<file path="config.mk">
export PLATFORM = sky130hd
export DESIGN_NAME = partial_sum_accum
export DESIGN_NICKNAME = d
export VERILOG_FILES = /design/src/rtl/snn_pkg.sv /design/src/rtl/psum_sat_adder.sv /design/src/rtl/partial_sum_accum.sv
export SDC_FILE = /design/constraint.sdc
export NUM_CORES = 1
export LEC_CHECK = 0
export CAP_MARGIN = 15
export CORE_MARGIN = 8
export CORE_UTILIZATION = 43
export DETAILED_ROUTE_END_ITERATION = 8
export MAX_ROUTING_LAYER = met4
export PLACE_DENSITY = 0.8
export SLEW_MARGIN = 20
export SYNTH_ARGS = -nofsm -noshare
export SYNTH_HDL_FRONTEND = slang
export SYNTH_SLANG_ARGS = --single-unit
</file>
<file path="constraint.sdc">
create_clock -name clk -period 10.45 [get_ports clk]
set_input_delay 1.5675 -clock clk [delete_from_list [all_inputs] [get_ports clk]]
set_output_delay 1.5675 -clock clk [all_outputs]
set_load 0.005 [all_outputs]
</file>
<file path="src/rtl/snn_pkg.sv">
// Shared SNN packet layout constants and the adder-node state encoding.
// Packets are {source address, pad, type, payload}, with the payload right-aligned.
package snn_pkg;

    localparam int SRC_W  = 4;
    localparam int PAD_W  = 4;
    localparam int TYPE_W = 2;
    localparam int HDR_W  = SRC_W + PAD_W + TYPE_W;

    localparam logic [TYPE_W-1:0] MP_TYPE    = 2'b10;
    localparam logic [TYPE_W-1:0] SPIKE_TYPE = 2'b11;
    localparam logic [3:0]        DONE_CODE  = 4'hF;

    localparam logic [SRC_W-1:0] DEFAULT_ADDER_ADDR = 4'b0110;
    localparam logic [PAD_W-1:0] HDR_PAD            = '0;

    typedef enum logic [2:0] {
        COLLECT,
        ACCUM,
        SEND_MP,
        SEND_SPIKE,
        SEND_DONE
    } state_t;

endpackage

</file>
<file path="src/rtl/psum_sat_adder.sv">
// Combinational leak of a stored membrane potential followed by a NUM_PE-input
// partial-sum addition, saturated back to MP_WIDTH bits.
module psum_sat_adder
    import snn_pkg::*;
#(
    parameter int          MP_WIDTH = 8,
    parameter int          NUM_PE   = 5,
    parameter int unsigned LEAK     = 0
) (
    input  logic [MP_WIDTH-1:0]        mp_i,
    input  logic [NUM_PE*MP_WIDTH-1:0] psums_i,
    output logic [MP_WIDTH-1:0]        sum_o
);

    // Wide enough for NUM_PE+1 full-scale operands, so the sum itself never wraps.
    localparam int SUM_W = MP_WIDTH + $clog2(NUM_PE + 1);
    localparam logic [SUM_W-1:0] SAT_MAX = {{(SUM_W-MP_WIDTH){1'b0}}, {MP_WIDTH{1'b1}}};

    logic [MP_WIDTH-1:0] leaked;
    logic [SUM_W-1:0]    total;

    always_comb begin
        leaked = '0;
        if (32'(mp_i) > LEAK) begin
            leaked = MP_WIDTH'(32'(mp_i) - LEAK);
        end
        total = SUM_W'(leaked);
        for (int i = 0; i < NUM_PE; i++) begin
            total = total + SUM_W'(psums_i[i*MP_WIDTH +: MP_WIDTH]);
        end
        sum_o = (total > SAT_MAX) ? {MP_WIDTH{1'b1}} : total[MP_WIDTH-1:0];
    end

endmodule

</file>
<file path="src/rtl/partial_sum_accum.sv">
// Collects NUM_PE partial sums per neuron, integrates them into locally held
// membrane potentials and emits MP / spike / done packets over valid/ready.
module partial_sum_accum
    import snn_pkg::*;
#(
    parameter int          WIDTH       = 64,
    parameter int          MP_WIDTH    = 8,
    parameter int          NUM_PE      = 5,
    parameter int          NUM_NEURONS = 5,
    parameter int unsigned THRESHOLD   = 16,
    parameter int unsigned LEAK        = 0,
    parameter int          RESET_MODE  = 0,
    parameter int          ADDER_NUM   = 0,
    parameter int          ADDER_COUNT = 4,
    parameter logic [3:0]  ADDER_ADDR  = DEFAULT_ADDER_ADDR
) (
    input  logic             clk,
    input  logic             rst,
    input  logic             in_valid,
    output logic             in_ready,
    input  logic [WIDTH-1:0] in_data,
    output logic             out_valid,
    input  logic             out_ready,
    output logic [WIDTH-1:0] out_data,
    input  logic             clear_mp,
    output logic             busy,
    output logic             err_dup
);

    localparam int CNT_W   = (NUM_NEURONS > 1) ? $clog2(NUM_NEURONS) : 1;
    localparam int PAY_W   = WIDTH - HDR_W;
    localparam bit IS_LAST = (ADDER_NUM == ADDER_COUNT);

    state_t                     state_q, state_d;
    logic [NUM_PE-1:0]          bitmap_q, bitmap_d;
    logic [NUM_PE*MP_WIDTH-1:0] psum_q, psum_d;
    logic [MP_WIDTH-1:0]        mp_q [NUM_NEURONS];
    logic [MP_WIDTH-1:0]        mp_d [NUM_NEURONS];
    logic [CNT_W-1:0]           count_q, count_d;
    logic                       fire_q, fire_d;
    logic                       errDup_q, errDup_d;
    logic                       clearPend_q, clearPend_d;
    logic [WIDTH-1:0]           outData_q, outData_d;

    logic [MP_WIDTH-1:0]           sumSat, newMp;
    logic                          fire, inHs, clearReq, leaving;
    logic [SRC_W-1:0]              src;
    logic [2:0]                    countLow;
    logic [WIDTH-SRC_W-MP_WIDTH-1:0] unusedInData;

    function automatic logic [WIDTH-1:0] makePacket(input logic [TYPE_W-1:0] pktType,
                                                    input logic [PAY_W-1:0]  payload);
        return {ADDER_ADDR, HDR_PAD, pktType, payload};
    endfunction

    assign src          = in_data[WIDTH-1 -: SRC_W];
    assign unusedInData = in_data[WIDTH-SRC_W-1:MP_WIDTH];
    assign countLow     = 3'(count_q);
    assign in_ready     = (state_q == COLLECT);
    assign out_valid    = (state_q == SEND_MP) || (state_q == SEND_SPIKE) || (state_q == SEND_DONE);
    assign out_data     = outData_q;
    assign err_dup      = errDup_q;
    assign busy         = !((state_q == COLLECT) && (bitmap_q == '0));
    assign inHs         = in_valid && in_ready;
    assign clearReq     = clear_mp || clearPend_q;

    psum_sat_adder #(
        .MP_WIDTH (MP_WIDTH),
        .NUM_PE   (NUM_PE),
        .LEAK     (LEAK)
    ) uAdder (
        .mp_i    (mp_q[count_q]),
        .psums_i (psum_q),
        .sum_o   (sumSat)
    );

    always_comb begin
        fire  = (32'(sumSat) >= THRESHOLD);
        newMp = sumSat;
        if (fire) begin
            newMp = (RESET_MODE != 0) ? '0 : MP_WIDTH'(32'(sumSat) - THRESHOLD);
        end
    end

    // Next-state logic; a clear that arrives mid-transaction is parked in clearPend until the node is idle again.
    always_comb begin
        state_d     = state_q;
        bitmap_d    = bitmap_q;
        psum_d      = psum_q;
        mp_d        = mp_q;
        count_d     = count_q;
        fire_d      = fire_q;
        errDup_d    = errDup_q;
        clearPend_d = clearPend_q;
        outData_d   = outData_q;
        leaving     = 1'b0;

        unique case (state_q)
            COLLECT: begin
                if (clearReq) begin
                    for (int i = 0; i < NUM_NEURONS; i++) begin
                        mp_d[i] = '0;
                    end
                    count_d     = '0;
                    bitmap_d    = '0;
                    clearPend_d = 1'b0;
                end else if (inHs) begin
                    if (32'(src) < NUM_PE) begin
                        for (int i = 0; i < NUM_PE; i++) begin
                            if (32'(src) == i) begin
                                if (bitmap_q[i]) begin
                                    errDup_d = 1'b1;
                                end
                                bitmap_d[i] = 1'b1;
                                psum_d[i*MP_WIDTH +: MP_WIDTH] = in_data[MP_WIDTH-1:0];
                            end
                        end
                    end else begin
                        errDup_d = 1'b1;
                    end
                    if (&bitmap_d) begin
                        state_d = ACCUM;
                    end
                end
            end
            ACCUM: begin
                mp_d[count_q] = newMp;
                fire_d        = fire;
                outData_d     = makePacket(MP_TYPE, PAY_W'(newMp));
                state_d       = SEND_MP;
            end
            SEND_MP: begin
                if (out_ready) begin
                    if (fire_q) begin
                        state_d   = SEND_SPIKE;
                        outData_d = makePacket(SPIKE_TYPE, PAY_W'({countLow, 3'(ADDER_NUM)}));
                    end else if (IS_LAST) begin
                        state_d   = SEND_DONE;
                        outData_d = makePacket(SPIKE_TYPE, PAY_W'(DONE_CODE));
                    end else begin
                        leaving = 1'b1;
                    end
                end
            end
            SEND_SPIKE: begin
                if (out_ready) begin
                    if (IS_LAST) begin
                        state_d   = SEND_DONE;
                        outData_d = makePacket(SPIKE_TYPE, PAY_W'(DONE_CODE));
                    end else begin
                        leaving = 1'b1;
                    end
                end
            end
            SEND_DONE: begin
                if (out_ready) begin
                    leaving = 1'b1;
                end
            end
            default: begin
                state_d = COLLECT;
            end
        endcase

        if ((state_q != COLLECT) && clear_mp) begin
            clearPend_d = 1'b1;
        end

        if (leaving) begin
            state_d   = COLLECT;
            bitmap_d  = '0;
            fire_d    = 1'b0;
            outData_d = '0;
            if (clearReq) begin
                for (int i = 0; i < NUM_NEURONS; i++) begin
                    mp_d[i] = '0;
                end
                count_d     = '0;
                clearPend_d = 1'b0;
            end else begin
                count_d = (32'(count_q) == NUM_NEURONS - 1) ? '0 : count_q + 1'b1;
            end
        end
    end

    always_ff @(posedge clk) begin
        if (rst) begin
            state_q     <= COLLECT;
            bitmap_q    <= '0;
            psum_q      <= '0;
            count_q     <= '0;
            fire_q      <= 1'b0;
            errDup_q    <= 1'b0;
            clearPend_q <= 1'b0;
            outData_q   <= '0;
            for (int i = 0; i < NUM_NEURONS; i++) begin
                mp_q[i] <= '0;
            end
        end else begin
            state_q     <= state_d;
            bitmap_q    <= bitmap_d;
            psum_q      <= psum_d;
            count_q     <= count_d;
            fire_q      <= fire_d;
            errDup_q    <= errDup_d;
            clearPend_q <= clearPend_d;
            outData_q   <= outData_d;
            mp_q        <= mp_d;
        end
    end

endmodule

</file>
# --- Word level (Yosys, flattened, before mapping) ---
# Cells that the tools add are included.
word_totals:
  regBits: 158
  word_cells: 138
op_classes:
  add_sub_neg: 7
  magnitude_cmp: 6
  eq_ne: 14
  muxes: 62
  bitwise: 3
  n_reduce_logical: 29
op_table:
  columns: ["operator", "count"]
  rows:
  - ["$mux 64", 2]
  - ["$pmux 64 s2", 1]
  - ["$mux 40", 3]
  - ["$pmux 40 s2", 1]
  - ["$mux 8", 6]
  - ["$add 11x8->11", 4]
  - ["$bwmux 40", 1]
  - ["$mux 3", 10]
  - ["$mux 5", 6]
  - ["$reduce_and 5->1", 6]
  - ["$mux 1", 28]
  - ["$bmux 8 s3", 1]
  - ["$demux 8 s3", 1]
  - ["$pmux 3 s4", 1]
  - ["$gt 11x8->1 const B", 1]
  - ["$add 8x8->9", 1]
  - ["$eq 4x2->1 const B", 2]
  - ["$ge 8x5->1 const B", 1]
  - ["$gt 8x1->1 const B", 1]
  - ["$reduce_bool 2->1", 4]
  - ["$sub 8x5->8 const B", 1]
  - ["$eq 3x2->1 const B", 2]
  - ["$eq 3x3->1 const B", 2]
  - ["$ne 2x2->1 const B", 3]
  - ["other kinds (22)", 32]

# --- Logic depth before layout (Yosys ltp) ---
depth:
  ltp_word: 19
  mapped_depth: 33

# --- By module ---
# A second synthesis with hierarchy kept.
unflattened:
  hier_cells: 749
  area_unflattened_um2: 6403.6
modules_own_cells:
  columns: ["module", "n_inst", "cells_each", "area_each_um2", "seq_area_each_um2"]
  rows:
  - ["partial_sum_accum", 1, 618, 5203.7, 2062.0]
  - ["psum_sat_adder", 1, 131, 1199.9, 0.0]

# --- Worst setup path after synthesis ---
# OpenSTA, ideal clock, no wires.
synth_timing:
  path_kind: "reg-to-reg"
  from: "register count_q[0] (netlist: countLow[0])"
  to: "register outData_q[6] (netlist: out_data[6])"
  setup_ns: 0.138
  arrival_ns: 7.088
  required_time_ns: 10.312
  setup_slack_ns: 3.224
  stages_incl_launch_ff: 31
  synth_period_minus_slack_ns: 7.226
  path_cell_list: "dfxtp_1 -> clkbuf_1 -> mux4_2 -> inv_1 -> o21ai_0 -> ha_1 -> a21o_1 -> a21oi_1 -> o21bai_1 -> a21oi_1 -> xnor2_1 -> fa_1 -> fa_1 -> inv_1 -> fa_1 -> inv_1 -> ha_1 -> and2_4 -> a221o_1 -> or4b_1 -> a32o_1 -> buf_6 -> nor2_1 -> inv_1 -> ha_1 -> nand2_1 -> nor4_1 -> nor3_1 -> nor3_1 -> a211oi_1 -> o21ai_0"
synth_between:
  elab_chain_len: 16
synth_lines:
  columns: ["element", "line", "rtl"]
  rows:
  - ["from (decl)", "partial_sum_accum.sv:39", "logic [CNT_W-1:0] count_q, count_d;"]
  - ["from (signal assigned)", "partial_sum_accum.sv:203", "count_q <= count_d;"]
  - ["$not 3->4 (not written as such) *", "partial_sum_accum.sv:72", ".mp_i (mp_q[count_q]),"]
  - ["$bmux 8 s3 *", "partial_sum_accum.sv:72", null]
  - ["$mux 8 (not written as such) * (2 in series)", "partial_sum_accum.sv:72", null]
  - ["$gt 8x1->1", "psum_sat_adder.sv:24", "if (32'(mp_i) > LEAK) begin"]
  - ["$mux 8 *", "psum_sat_adder.sv:24", null]
  - ["$add 8x8->9 *", "psum_sat_adder.sv:29", "total = total + SUM_W'(psums_i[i*MP_WIDTH +: MP_WIDTH]);"]
  - ["$add 11x8->11 * (4 in series)", "psum_sat_adder.sv:29", null]
  - ["$gt 11x8->1", "psum_sat_adder.sv:31", "sum_o = (total > SAT_MAX) ? {MP_WIDTH{1'b1}} : total[MP_WIDTH-1:0];"]
  - ["$mux 8 *", "psum_sat_adder.sv:31", null]
  - ["$sub 8x5->8 / $ge 8x5->1 (equally long branches)", "partial_sum_accum.sv:81, partial_sum_accum.sv:78", null]
  - ["$mux 8 *", "partial_sum_accum.sv:80", "if (fire) begin"]
  - ["$pmux 64 s2 *", "partial_sum_accum.sv:98", "unique case (state_q)"]
  - ["to (signal assigned)", "partial_sum_accum.sv:207", "outData_q <= outData_d;"]
  - ["to (decl)", "partial_sum_accum.sv:43", "logic [WIDTH-1:0] outData_q, outData_d;"]
# Mark *: on every way between the ends. The rest lies on a longest branch, timed or not. The select of a mux whose other input is x is not followed.
# A chain may end at the register's enable or synchronous reset.

# --- Worst setup path in the final report ---
# Same ends and word-level chain as after synthesis.

==> reports/summary.log <==
INFO  yosys          synth_largest_area_cell=dfxtp_1
INFO  yosys          synth_async_sr_flop_share=0%
INFO  clock_tree     cts.reportedPaths.clkPinSlew=0.07ns
INFO  power_and_ir_drop cellPowerDensity=132mW/mm^2
INFO  grt            grt_start_max_net_pins=49
INFO  route          number_of_drc_violations_after_detailed_routing_iteration_0=296
INFO  power_and_ir_drop fin_total_pwr=0.000865W
INFO  clock_tree     clock_sinks=103
INFO  yosys          synth_enable_flop_cells=0
INFO  grt            first_pass_grt_wire_length=21.7mm
INFO  grt            grt_usage=15.2%
INFO  critical_path  critPathCaptureType=register
INFO  floorplanning  floorplan.die_area=0.0181sqmm
INFO  critical_path  setup.worst_path.class=reg -> reg
INFO  clock_tree     cts_max_level=3
INFO  route          drt-total-wl=13.3mm
INFO  critical_path  regToRegSetupSlack=1.82ns
INFO  timing         final_period_demand_of_the_worst_path=8.63ns
INFO  clock_tree     postCtsResizedCells=0
INFO  critical_path  timing.rr.end=out_data[6]
INFO  route          drcViolationCount=0
INFO  yosys          synth-warning-count=0
INFO  placement      routabilityCongestion=0.881
INFO  timing         final_period_utilization=82.6%
INFO  clock_tree     post_cts_setup_buffers=0
INFO  critical_path  worstPathRequired=10.65ns
INFO  critical_path  crit_path_top_delay_cell=dfxtp_1
INFO  grt            antenna_found_initial=0
INFO  min_path       timing.hold.worst.start=mp_q[15]
INFO  yosys          synth_seq_cells=103
INFO  floorplanning  fp-row-count=43
INFO  yosys          netlist_instances=697
INFO  timing         finalHoldViolCount=0
INFO  floorplanning  die-width=134microns
INFO  critical_path  critPathMaxStageDelay=0.81ns
INFO  final_layout   final_cell_mix=dfxtp_1, nand2_1, nor2_1, o21ai_0, inv_1
INFO  min_path       hp-class=reg -> reg
INFO  final_layout   num_antenna_cells=0
INFO  outcome        run_status=finished, final reports clean
INFO  placement      dp_hpwl=9.63mm
INFO  final_layout   final_layout_size_suffix_gt1_share=4.72%
INFO  power_and_ir_drop cellLeakagePower=2.91nW
INFO  timing         setup_viol_count_final=0
INFO  yosys          netlist_area=0.00603sqmm
INFO  floorplanning  dieHeight=134microns
INFO  route          route.vias.total=4634
INFO  route          wl_per_cell=14.7microns
INFO  min_path       worst_hold_path.endpoint=mp_q[15]
INFO  clock_tree     ctsLongestPathBuffers=2
INFO  yosys          synth_flop_cell=dfxtp_1
INFO  power_and_ir_drop vdd_drop_max=0.000104V
INFO  critical_path  worstPathMaxFanout=12
INFO  floorplanning  floorplan.initialDensity=43.8%
INFO  final_layout   area_delta_synth_final=8.86%
INFO  clock_tree     clk-insertion-delay-late=0.35ns
INFO  clock_tree     cts_tree=yes
INFO  timing         finalClockSkew=0.0133ns
INFO  route          ant_nets=0
INFO  yosys          ys_seq_area_share=34.2%
INFO  min_path       whs_path_depth=2
INFO  critical_path  worst_r2r_path_depth=30
INFO  yosys          syn_avg_cell_area=8.65squm
INFO  clock_tree     root_buffer_master=clkbuf_16
INFO  critical_path  worst_setup_path_start_kind=register
INFO  timing         worst_pin_slew=0.894ns
INFO  final_layout   layout_commonest_cell=dfxtp_1
INFO  floorplanning  io_pins=137
INFO  timing         timing.setup.tns=0ns
INFO  yosys          post-synth-top-area-fraction=34.2%
INFO  timing         grt_setup_unrepaired=no
INFO  critical_path  rr_startpoint=countLow[0]
INFO  floorplanning  core_area=0.0138sqmm
INFO  route          drt-vias-per-instance=5.14
INFO  timing         clock.fmax=116MHz
INFO  critical_path  data_arrival_at_the_endpoint_of_the_critical_path=8.84ns
INFO  yosys          synth.top_cells.by_area=dfxtp_1, fa_1, buf_4
INFO  route          drt_pass1_iterations=5
INFO  grt            grt_overflow_total=0
INFO  grt            grt_pass1_vias=4472
INFO  clock_tree     cts.hold.buffers_added=0
INFO  placement      io_buffer_count=32
INFO  timing         timing.final.max_slew_violations=0
INFO  yosys          count_of_unique_library_cells_instantiated_by_yosys=57
INFO  timing         slew_headroom=39.9%
INFO  clock_tree     cts_inserted_buffers=9
INFO  flow_run       drv.max_cap_violation_count=0
INFO  final_layout   final_core_utilization=47.7%
INFO  final_layout   final_net_count=838
per-stage QoR:
| stage | cell area [sq um] | worst slack [ns] | std cells | hold slack [ns] |
|---|---|---|---|---|
| CTS | 6560 | 1.96 | 901 | 0.456 |
| finish | 6570 | 1.82 | 901 | 0.452 |
| detailed placement | 6280 | 2.03 | 885 | 0.441 |
| floorplan | 6220 | 3.22 | 748 | 0.420 |
| global placement | 6280 | 2.15 | 885 | 0.429 |
| global route | 6570 | 1.27 | 901 | 0.473 |
report_power, final:
part           switching [W]  internal [W]  leakage [nW]
combinational      0.0000875     0.0000511          1.95
clock               0.000155      0.000165         0.135
sequential        0.00000620      0.000400         0.830
sequential cells by signal (all words and copies together), names as in the netlist:
register,flops
countLow,3
fire_q,1
clearPend_q,1
bitmap_q,5
psum_q,40
mp_q,40
err_dup,1
out_data,10
state_q,2
Yosys cell counts, types with 3 or more instances:
cell type and instances:
buf_4 54, nor3_1 9, o21ai_0 65, or2_2 4, a21oi_1 42, clkbuf_1 19, nor2b_1 4, a211oi_1 4
ha_1 28, nor2_1 70, xor2_1 3, o21bai_1 3, o21a_1 5, nand3_1 19, a21o_1 3, mux4_2 8
nand2_1 73, nand2b_1 4, nand4_1 5, mux2i_1 36, inv_1 62, a2bb2oi_1 3, dfxtp_1 103, xnor2_1 9
fa_1 25, nor4b_1 3
cell type report:
class | instances | area, sq um
clock inverters | 6 | 50.0
clock buffers | 10 | 229
multi-input cells | 507 | 3440
repair buffers | 33 | 328
inverters | 62 | 233
fillers | 1327 | 7210
well taps | 180 | 225
flip-flops and latches | 103 | 2060
layer usage:
| layer | GRT usage [%] | up-vias | share of wire, % |
|---|---|---|---|
| li1 | - | 2274 | - |
| met1 | 18.9 | 2197 | 46 |
| met2 | 24.5 | 151 | 48 |
| met3 | 3.22 | 12 | 5.7 |
| met4 | 4.05 | 0 | 1.1 |
| met5 | - | - | 0 |
worst max path at each step:
stage,startpoint,to,slack (ns),cells after the start
floorplan,countLow[0],out_data[6],3.22,30
global placement,countLow[0],out_data[6],2.15,29
detailed placement,countLow[0],out_data[6],2.03,29
CTS,countLow[0],out_data[6],1.96,30
global route,countLow[0],mp_q[14],1.27,30
finish,countLow[0],out_data[6],1.82,30
kinds of logic (layout without fill, tap and decap cells):
group	count (synthesis)	count (layout)	share of synthesized area, %
other	1	52	0.0622
multiplexers	44	44	8.96
adder cells (fa/ha/maj)	53	53	14.1
flip-flops	103	103	34.2
AND/OR/NAND/NOR	205	205	15.4
buffers and inverters	138	111	12.1
XOR/XNOR	12	12	1.74
AO/OA/AOI/OAI	141	141	13.4
critical path: cells and delay by family, from the launching register on:
kind	cells	cell delay [ns]
AOI/OAI and AO/OA	10	2.59
xor gates and xnor gates	1	0.19
adders and majority gates	7	2.72
buffers and inverters	4	0.48
DFF	1	0.81
and+or+nand+nor	8	1.66
Note: power is estimated with default switching activity, not from simulation.
